File: src/rtl/divider_unit.sv
// ============================================================================
// Module      : divider_unit
// Description : Iterative 32-bit restoring divider for DIV/DIVU/REM/REMU.
//               One quotient bit per clock, with a valid/ready handshake on
//               both sides and a pipeline flush.
//               Optional feature macro: DIVIDER_SIGNED_EN
//                 defined   -> signed DIV/REM with sign and overflow handling
//                 undefined -> DIV behaves as DIVU, REM behaves as REMU
// Revision    : 1.0 - initial release
// ============================================================================
`default_nettype none

// 32-bit unsigned less-than comparator; L is high when a_i < b_i.
module divider_ltu32 (
    input  logic [31:0] a_i,
    input  logic [31:0] b_i,
    output logic        L
);
    // Plain magnitude comparison
    assign L = (a_i < b_i);
endmodule

module divider_unit #(
    parameter int TAG_W = 5
) (
    input  logic             clk,
    input  logic             rst,
    input  logic             in_valid,
    output logic             in_ready,
    input  logic [1:0]       op,
    input  logic [31:0]      rs1,
    input  logic [31:0]      rs2,
    input  logic [TAG_W-1:0] tag_in,
    input  logic             flush,
    output logic             out_valid,
    input  logic             out_ready,
    output logic [31:0]      result,
    output logic [TAG_W-1:0] tag_out,
    output logic             busy
);

    typedef enum logic [1:0] {
        S_IDLE = 2'd0,
        S_BUSY = 2'd1,
        S_DONE = 2'd2
    } state_t;

    state_t             state_q, state_d;
    logic [31:0]        dvd_q, dvd_d;        // dividend bits in, quotient bits out
    logic [31:0]        dvs_q, dvs_d;        // divisor magnitude
    logic [32:0]        rem_q, rem_d;        // partial remainder
    logic [4:0]         cnt_q, cnt_d;        // iteration counter
    logic               sel_rem_q, sel_rem_d;
    logic [TAG_W-1:0]   tag_q, tag_d;        // tag of the op in flight
    logic [31:0]        result_q, result_d;
    logic [TAG_W-1:0]   tag_out_q, tag_out_d;

    // Operand decode at acceptance time
    logic [31:0]        w_mag1, w_mag2;
    logic               w_ovf;
    logic               w_unused;

    // One restoring step
    logic [32:0]        w_shift, w_diff, w_rem_next;
    logic [31:0]        w_quo_next, w_quo_fin, w_rem_fin;
    logic               w_lt, w_sub;

`ifdef DIVIDER_SIGNED_EN
    logic               neg_quo_q, neg_quo_d;
    logic               neg_rem_q, neg_rem_d;
    logic               w_s1, w_s2;

    // Signed ops take magnitudes; track which results need negation
    assign w_s1     = ~op[0] & rs1[31];
    assign w_s2     = ~op[0] & rs2[31];
    assign w_mag1   = w_s1 ? (~rs1 + 32'd1) : rs1;
    assign w_mag2   = w_s2 ? (~rs2 + 32'd1) : rs2;
    assign w_ovf    = ~op[0] & (rs1 == 32'h8000_0000) & (rs2 == 32'hFFFF_FFFF);
    assign w_quo_fin = neg_quo_q ? (~w_quo_next + 32'd1) : w_quo_next;
    assign w_rem_fin = neg_rem_q ? (~w_rem_next[31:0] + 32'd1) : w_rem_next[31:0];
    assign w_unused = rem_q[32];

    // Sign flags captured with the operands
    always_ff @(posedge clk) begin
        if (rst) begin
            neg_quo_q <= 1'b0;
            neg_rem_q <= 1'b0;
        end else begin
            neg_quo_q <= neg_quo_d;
            neg_rem_q <= neg_rem_d;
        end
    end

    // Sign flags load only on acceptance
    always_comb begin
        neg_quo_d = neg_quo_q;
        neg_rem_d = neg_rem_q;
        if (state_q == S_IDLE && in_valid && !flush) begin
            neg_quo_d = w_s1 ^ w_s2;
            neg_rem_d = w_s1;
        end
    end
`else
    assign w_mag1    = rs1;
    assign w_mag2    = rs2;
    assign w_ovf     = 1'b0;
    assign w_quo_fin = w_quo_next;
    assign w_rem_fin = w_rem_next[31:0];
    assign w_unused  = rem_q[32] ^ op[0];
`endif

    // Shift next dividend bit in; subtract when the divisor fits
    assign w_shift    = {rem_q[31:0], dvd_q[31]};
    assign w_sub      = w_shift[32] | ~w_lt;
    assign w_diff     = w_shift - {1'b0, dvs_q};
    assign w_rem_next = w_sub ? w_diff : w_shift;
    assign w_quo_next = {dvd_q[30:0], w_sub};

    divider_ltu32 u_cmp (
        .a_i (w_shift[31:0]),
        .b_i (dvs_q),
        .L   (w_lt)
    );

    assign in_ready  = (state_q == S_IDLE);
    assign out_valid = (state_q == S_DONE);
    assign busy      = (state_q == S_BUSY) || (state_q == S_DONE);
    assign result    = result_q;
    assign tag_out   = tag_out_q;

    // State and datapath registers
    always_ff @(posedge clk) begin
        if (rst) begin
            state_q   <= S_IDLE;
            dvd_q     <= '0;
            dvs_q     <= '0;
            rem_q     <= '0;
            cnt_q     <= '0;
            sel_rem_q <= 1'b0;
            tag_q     <= '0;
            result_q  <= '0;
            tag_out_q <= '0;
        end else begin
            state_q   <= state_d;
            dvd_q     <= dvd_d;
            dvs_q     <= dvs_d;
            rem_q     <= rem_d;
            cnt_q     <= cnt_d;
            sel_rem_q <= sel_rem_d;
            tag_q     <= tag_d;
            result_q  <= result_d;
            tag_out_q <= tag_out_d;
        end
    end

    // Next-state and datapath update; flush overrides everything but reset
    always_comb begin
        state_d   = state_q;
        dvd_d     = dvd_q;
        dvs_d     = dvs_q;
        rem_d     = rem_q;
        cnt_d     = cnt_q;
        sel_rem_d = sel_rem_q;
        tag_d     = tag_q;
        result_d  = result_q;
        tag_out_d = tag_out_q;

        case (state_q)
            S_IDLE: begin
                if (in_valid) begin
                    sel_rem_d = op[1];
                    tag_d     = tag_in;
                    dvd_d     = w_mag1;
                    dvs_d     = w_mag2;
                    rem_d     = '0;
                    cnt_d     = '0;
                    if (rs2 == 32'd0) begin
                        // Divide by zero: all-ones quotient, dividend as remainder
                        result_d  = op[1] ? rs1 : 32'hFFFF_FFFF;
                        tag_out_d = tag_in;
                        state_d   = S_DONE;
                    end else if (w_ovf) begin
                        result_d  = op[1] ? 32'd0 : 32'h8000_0000;
                        tag_out_d = tag_in;
                        state_d   = S_DONE;
                    end else begin
                        state_d   = S_BUSY;
                    end
                end
            end
            S_BUSY: begin
                dvd_d = w_quo_next;
                rem_d = w_rem_next;
                cnt_d = cnt_q + 5'd1;
                if (cnt_q == 5'd31) begin
                    result_d  = sel_rem_q ? w_rem_fin : w_quo_fin;
                    tag_out_d = tag_q;
                    state_d   = S_DONE;
                end
            end
            S_DONE: begin
                if (out_ready) begin
                    state_d = S_IDLE;
                end
            end
            default: begin
                state_d = S_IDLE;
            end
        endcase

        if (flush) begin
            state_d   = S_IDLE;
            result_d  = result_q;
            tag_out_d = tag_out_q;
        end
    end

endmodule

`default_nettype wire

File: config.mk
export PLATFORM = sky130hd
export DESIGN_NAME = divider_unit
export DESIGN_NICKNAME = d
export VERILOG_FILES = /design/src/rtl/divider_unit.sv
export SDC_FILE = /design/constraint.sdc
export NUM_CORES = 1
export LEC_CHECK = 0
export CAP_MARGIN = 20
export CELL_PAD_IN_SITES_DETAIL_PLACEMENT = 0
export CELL_PAD_IN_SITES_GLOBAL_PLACEMENT = 1
export CORE_MARGIN = 3
export CORE_UTILIZATION = 44
export CTS_CLUSTER_SIZE = 20
export DETAILED_ROUTE_END_ITERATION = 8
export HOLD_SLACK_MARGIN = 0.15
export PLACE_DENSITY = 0.83
export SLEW_MARGIN = 25
export SYNTH_ARGS = -nofsm -noshare
export SYNTH_HDL_FRONTEND = slang
export SYNTH_SLANG_ARGS = --single-unit
File: constraint.sdc
create_clock -name clk -period 6.9 [get_ports clk]
set_clock_uncertainty 0.1 [all_clocks]
set_input_delay 1.38 -clock clk [delete_from_list [all_inputs] [get_ports clk]]
set_output_delay 1.38 -clock clk [all_outputs]
set_load 0.03 [all_outputs]
==> impl_metrics.tcl, run 1 <==
set metrics [dict create \
    outcome "completed" \
    grt_use_met1_pct 31.05 \
    setup_viol 0 \
    antenna_left 0 \
    drt_iter0_drc 458 \
    grt_max_degree 93 \
    synthTopCellsByArea "dfxtp_1, mux2i_1, nand2_1" \
    htreeDepth 4 \
    ys_types 72 \
    io_pins 116 \
    netlist_instances 1065 \
    maxCapViolCount 0 \
    worstSetupPathType "in -> reg" \
    final-seq-area_sq_um 2923 \
    crit_buf_inv 3 \
    grt_pass1_vias 7228 \
    antenna_found_initial 0 \
    dp_cells 1348 \
    rrSetupSlack_ns 3.03 \
    fp.dieH_um 144.3 \
    start_util_pct 45.77 \
    cts_tree "done" \
    cts_hold_buf 0 \
    cts_setup_buffers 0 \
    cts_buffer_depth 2 \
    cts_resized 0 \
    fin_nets 1252 \
    crit_arrival_ns 4.41 \
    synthFlopType "dfxtp_1" \
    crit_path_start "rs2[21]" \
    ir_drop_v 0.0001756 \
    cts.sinks 146 \
    dieArea_sq_um 20830 \
    portBuffers 114 \
    cp-start-kind "primary input" \
    diodes 0 \
    synth_common_cells "nand2_1, dfxtp_1, a21oi_1" \
    clk_pin_slew_ns 0.06 \
    synth_edf_count 0 \
    setup.worst_path.end "result[1]$_SDFFE_PP0P_" \
    wl_um 23830 \
    fmax_mhz 234.7 \
    reg2reg_from "dvs_q[5]$_SDFFE_PP0P_" \
    num_rows 49 \
    firstDrtPassIters 5 \
    root_buffer "clkbuf_16" \
    wl_per_cell_um 17.28 \
    grt_overflow 0 \
    drive_gt1_share_pct 5.130 \
    cp_top_family "simple AND/OR/NAND/NOR gates" \
    grt_usage_pct 22.76 \
    crit_path_end_kind "flop" \
    cp_max_fo 50 \
    crit_chain "clkdlybuf4s50_1 > nor4_1 > nand4_1 > nor2_1 > a21oi_1 > or3_1 > buf_4 > nor2_1 > buf_4 > a221oi_1" \
    yosysTopAreaCell "dfxtp_1" \
    reg2regPathDepth 11 \
    cp_slowest_cell "clkdlybuf4s50_1" \
    worst-path-stages 10 \
    ys_seq_area_share_pct 34.72 \
    synthToLayoutAreaGrowth_pct 20.93 \
    multi_input_area_sq_um 5016 \
    routabilityCongestion 0.8591 \
    grt_busiest_layer "met2" \
    vias 7801 \
    met2_usage_pct 37.45 \
    critical_path_required_ns 7.05 \
    finalCriticalPeriod_ns 4.261 \
    synth_most_common_cell "nand2_1" \
    clock_latency_ns 0.43 \
    rsz0062_at_grt "false" \
    max_stage_delay_ns 0.44 \
    synthesis.area_sq_um 8418 \
    slew_violations 0 \
    synth_top_cell_area_share_pct 34.72 \
    relSlewSlack_pct 34.42 \
    hpwl_um 17100 \
    min_path_type "reg -> reg" \
    instances_no_fill 1379 \
    drc 0 \
    vias_per_cell 5.657 \
    ys_seq_elements 146 \
    reg2reg_to "result[20]$_SDFFE_PP0P_" \
    synth_warnings 0 \
    coreArea_sq_um 18390 \
    synth_fp_nets 1179 \
    nFillCells 1783 \
    power_density_nw_per_um2 215.2 \
    holdWs_ns 0.3538 \
    die_x_um 144.3 \
    worstMarginPinSlew_ns 0.9836 \
    setup_tns_ns 0 \
    leakage_nw 3.733 \
    hold_viol 0 \
    numCtsBuffers 17 \
    grt_pass1_wl_um 37490 \
    use_met3_pct 4.398 \
    fin_crit_sh_pct 61.75 \
    avgSynthCellArea_sq_um 7.904 \
    synthArstFlopShare_pct 0 \
]
[worst min-delay path by stage]
stage | startpoint | to | cells after the start
final | dvs_q[15]$_SDFFE_PP0P_ | dvs_q[15]$_SDFFE_PP0P_ | 2
after global routing | dvs_q[15]$_SDFFE_PP0P_ | dvs_q[15]$_SDFFE_PP0P_ | 2
after CTS | dvs_q[21]$_SDFFE_PP0P_ | dvs_q[21]$_SDFFE_PP0P_ | 2
after detailed placement | dvs_q[21]$_SDFFE_PP0P_ | dvs_q[21]$_SDFFE_PP0P_ | 2
after global placement | tag_q[2]$_SDFFE_PP0P_ | tag_q[2]$_SDFFE_PP0P_ | 2
after floorplan | tag_q[0]$_SDFFE_PP0P_ | tag_q[0]$_SDFFE_PP0P_ | 2
[stage by stage]
stage | worst slack [ns] | util [%] | power (mW) | area (sq um)
3_3_place_gp | 2.147 | 52.40 | 1.334 | 9638
4_1_cts | 2.583 | 55.35 | 2.203 | 10180
5_1_grt | 2.358 | 55.35 | 2.285 | 10180
6_report | 2.639 | 55.35 | 2.191 | 10180
2_1_floorplan | 3.566 | - | 1.207 | 8418
3_5_place_dp | 2.144 | 52.40 | 1.337 | 9638
[final cells by class]
type / count / area share [%]
multi-input cells: 796 / 49.27
inverters: 53 / 1.954
well taps: 229 / 2.815
clock inverters: 13 / 1.106
repair buffers: 124 / 11.92
clock buffers: 18 / 4.216
flip-flops and latches: 146 / 28.71
[tightest hold or removal path, stage by stage, from the launching register on]
cell and delay, ns:
dfxtp_1 0.31, nand2_1 0.05, a21oi_1 0.05
[where the power goes]
| part | internal (mW) | total, mW | switching, mW |
|---|---|---|---|
| Clock | 0.493 | 0.870 | 0.377 |
| Combinational | 0.171 | 0.410 | 0.238 |
| Sequential | 0.884 | 0.911 | 0.0277 |
| Total | 1.55 | 2.19 | 0.643 |
[layout by cell type, fill, tap and decap left out, drive strengths merged, types with 5 or more instances in the layout]
cell | synthesis | routed
a2111oi | 5 | 5
a211oi | 43 | 43
a21o | 11 | 11
a21oi | 103 | 103
a221oi | 11 | 11
a31oi | 13 | 13
and3 | 10 | 10
buf | 10 | 11
clkbuf | 60 | 18
clkdlybuf4s50 | 0 | 113
clkinv | 2 | 9
dfxtp | 146 | 146
ha | 37 | 37
inv | 51 | 53
mux2i | 63 | 63
nand2 | 154 | 154
nand2b | 7 | 7
nand3 | 15 | 15
nor2 | 90 | 90
nor2b | 13 | 13
nor3 | 18 | 18
nor4 | 11 | 11
o211ai | 6 | 6
o21a | 7 | 7
o21ai | 69 | 69
o21bai | 5 | 5
o221ai | 11 | 11
o22ai | 13 | 13
o41ai | 6 | 6
or3 | 7 | 7
xnor2 | 14 | 14
xor2 | 12 | 12
[sequential cells by signal (all words and copies together) (netlist names)]
signal and flops:
dvs_q 32, sel_rem_q 1, tag_q 5, state_q 2
rem_q 32, tag_out 5, cnt_q 5, result 32
dvd_q 32
[layer usage]
layer,part of all wire (%),vias to the layer above
met5,0,-
met4,1.3,0
met3,4.2,16
met2,47,166
met1,48,3650
li1,-,3969
[cells by family (layout without fill, tap and decap cells)]
group,count (synthesis),in the layout,synth area share [%]
simple gates,343,343,18.33
flops,146,146,34.72
fa+ha+maj,38,38,5.737
buf+inv,123,208,5.930
compound gates,326,326,25.09
xor+xnor,26,26,2.705
mux,63,63,7.491
Power figures use the tool's default switching activity.
==> run 2, diff against run 1 <==
--- a/config.mk
+++ b/config.mk
@@ -9,11 +9,11 @@
 export CELL_PAD_IN_SITES_DETAIL_PLACEMENT = 0
 export CELL_PAD_IN_SITES_GLOBAL_PLACEMENT = 1
 export CORE_MARGIN = 3
-export CORE_UTILIZATION = 44
+export CORE_UTILIZATION = 41
 export CTS_CLUSTER_SIZE = 20
 export DETAILED_ROUTE_END_ITERATION = 8
 export HOLD_SLACK_MARGIN = 0.15
-export PLACE_DENSITY = 0.83
+export PLACE_DENSITY = 0.78
 export SLEW_MARGIN = 25
 export SYNTH_ARGS = -nofsm -noshare
 export SYNTH_HDL_FRONTEND = slang
==> constraint.sdc (replaced) <==
create_clock -name clk -period 4.25 [get_ports clk]
set_clock_uncertainty 0.1 [all_clocks]
set_input_delay 0.85 -clock clk [delete_from_list [all_inputs] [get_ports clk]]
set_output_delay 0.85 -clock clk [all_outputs]
set_load 0.03 [all_outputs]
==> impl_metrics.tcl, run 2 (same netlist as run 1, synthesis figures left out) <==
set metrics [dict create \
    outcome "completed" \
    power_density_nw_per_um2 356.4 \
    root_buffer "clkbuf_16" \
    drt_iter0_drc 446 \
    critical_path_required_ns 4.46 \
    grt_pass1_wl_um 40410 \
    leakage_nw 3.821 \
    numCtsBuffers 17 \
    io_pins 116 \
    dieArea_sq_um 22290 \
    diodes 0 \
    clk_pin_slew_ns 0.06 \
    worstMarginPinSlew_ns 1.018 \
    ir_drop_v 0.0002706 \
    grt_pass1_vias 7469 \
    synthToLayoutAreaGrowth_pct 23.20 \
    max_stage_delay_ns 0.43 \
    instances_no_fill 1427 \
    start_util_pct 42.42 \
    cts_resized 0 \
    htreeDepth 4 \
    cp_slowest_cell "dfxtp_1" \
    portBuffers 114 \
    fin_nets 1263 \
    crit_path_end_kind "flop" \
    grt_usage_pct 22.92 \
    hpwl_um 18460 \
    hold_viol 0 \
    cts_tree "done" \
    wl_per_cell_um 17.67 \
    fin_ws_ns 0.4966 \
    fmax_mhz 266.4 \
    vias 7912 \
    worstSetupPathType "reg -> reg" \
    die_x_um 149.3 \
    cts_buffer_depth 2 \
    crit_path_start "dvd_q[31]$_SDFFE_PP0P_" \
    slew_violations 0 \
    antenna_found_initial 0 \
    final-seq-area_sq_um 2923 \
    antenna_left 0 \
    min_path_type "reg -> reg" \
    fin_crit_sh_pct 88.32 \
    wl_um 25210 \
    reg2reg_from "dvd_q[31]$_SDFFE_PP0P_" \
    final_cell_mix "nand2_1, dfxtp_1, clkdlybuf4s50_1" \
    min_from "dvs_q[30]$_SDFFE_PP0P_" \
    cp_top_family "compound AO/OA/AOI/OAI gates" \
    firstDrtPassIters 5 \
    cts.sinks 146 \
    cts_hold_buf 0 \
    cp_max_fo 34 \
    dp_cells 1395 \
    drive_gt1_share_pct 6.196 \
    num_rows 51 \
    final_common_cell "nand2_1" \
    setup_viol 0 \
    clock_latency_ns 0.43 \
    setup_tns_ns 0 \
    finalCriticalPeriod_ns 3.753 \
    crit_buf_inv 1 \
    crit_chain "inv_1 > ha_1 > fa_1 > nand2b_1 > a21oi_1 > o21ba_1 > o31ai_2 > or3_4 > a21o_4 > nand2_8 > o21ai_0 > a2111oi_0" \
    multi_input_area_sq_um 5016 \
    fp.dieH_um 149.3 \
    nFillCells 1948 \
    grt_max_degree 92 \
    crit_arrival_ns 3.96 \
    rsz0062_at_grt "false" \
    cts_setup_buffers 0 \
    relSlewSlack_pct 32.16 \
    maxCapViolCount 0 \
    dp_slack_ns 0.4333 \
    coreArea_sq_um 19850 \
    vias_per_cell 5.544 \
    cp-start-kind "flop" \
    grt_overflow 0 \
    routabilityCongestion 0.8759 \
    drc 0 \
]
run 2: cell count changes in the layout (fill, tap and decap cells not counted), sizes merged:
| cell | change |
|---|---|
| inv | +6 |
| clkbuf | -1 |
| clkinv | -3 |
| clkinvlp | -2 |
| buf | +11 |
| bufinv | +1 |
run 2: layout make-up:
type,instances,share of cell area [%]
Clock buffer,17,4.102
Clock inverter,15,1.617
Inverter,53,1.918
Multi-Input combinational cell,796,48.37
Sequential cell,146,28.18
Tap cell,265,3.197
Timing Repair Buffer,135,12.62
run 2: power by group:
part           total, mW  switching (mW)  internal (mW)
Clock               1.54           0.655          0.881
Sequential          1.48          0.0450           1.43
Combinational      0.681           0.395          0.285
run 2: path summary, 6_finish.rpt:
path | end | slack, ns | cells past startpoint
min | dvs_q[30]$_SDFFE_PP0P_ | 0.35 | 2
max | result[28]$_SDFFE_PP0P_ | 0.50 | 12
max reg2reg | result[28]$_SDFFE_PP0P_ | 0.50 | 12
min reg2reg | dvs_q[30]$_SDFFE_PP0P_ | 0.35 | 2
run 2: worst reg2reg max path, stage by stage, from the launching register on:
cell and delay [ns]:
dfxtp_1 0.43, inv_1 0.07, ha_1 0.23, fa_1 0.40, nand2b_1 0.19, a21oi_1 0.28, o21ba_1 0.22, o31ai_2 0.10
or3_4 0.42, a21o_4 0.27, nand2_8 0.28, o21ai_0 0.27, a2111oi_0 0.39
run 2: routing by layer:
metal,global-route usage (%),routed length [um],up-vias
met1,31.87,12230,3745
met4,5.446,389,0
met2,37.14,11730,152
li1,-,-,3996
met3,4.072,865,19
met5,0,0,-
run 2: through the flow:
step / util [%] / area (sq um) / hold WS, ns / power (mW)
2_1_floorplan: - / 8418 / 0.3360 / 1.959
3_3_place_gp: 49.27 / 9778 / 0.3413 / 2.181
3_5_place_dp: 49.27 / 9778 / 0.3471 / 2.188
4_1_cts: 52.26 / 10370 / 0.3562 / 3.727
5_1_grt: 52.26 / 10370 / 0.3682 / 3.875
6_report: 52.26 / 10370 / 0.3537 / 3.697
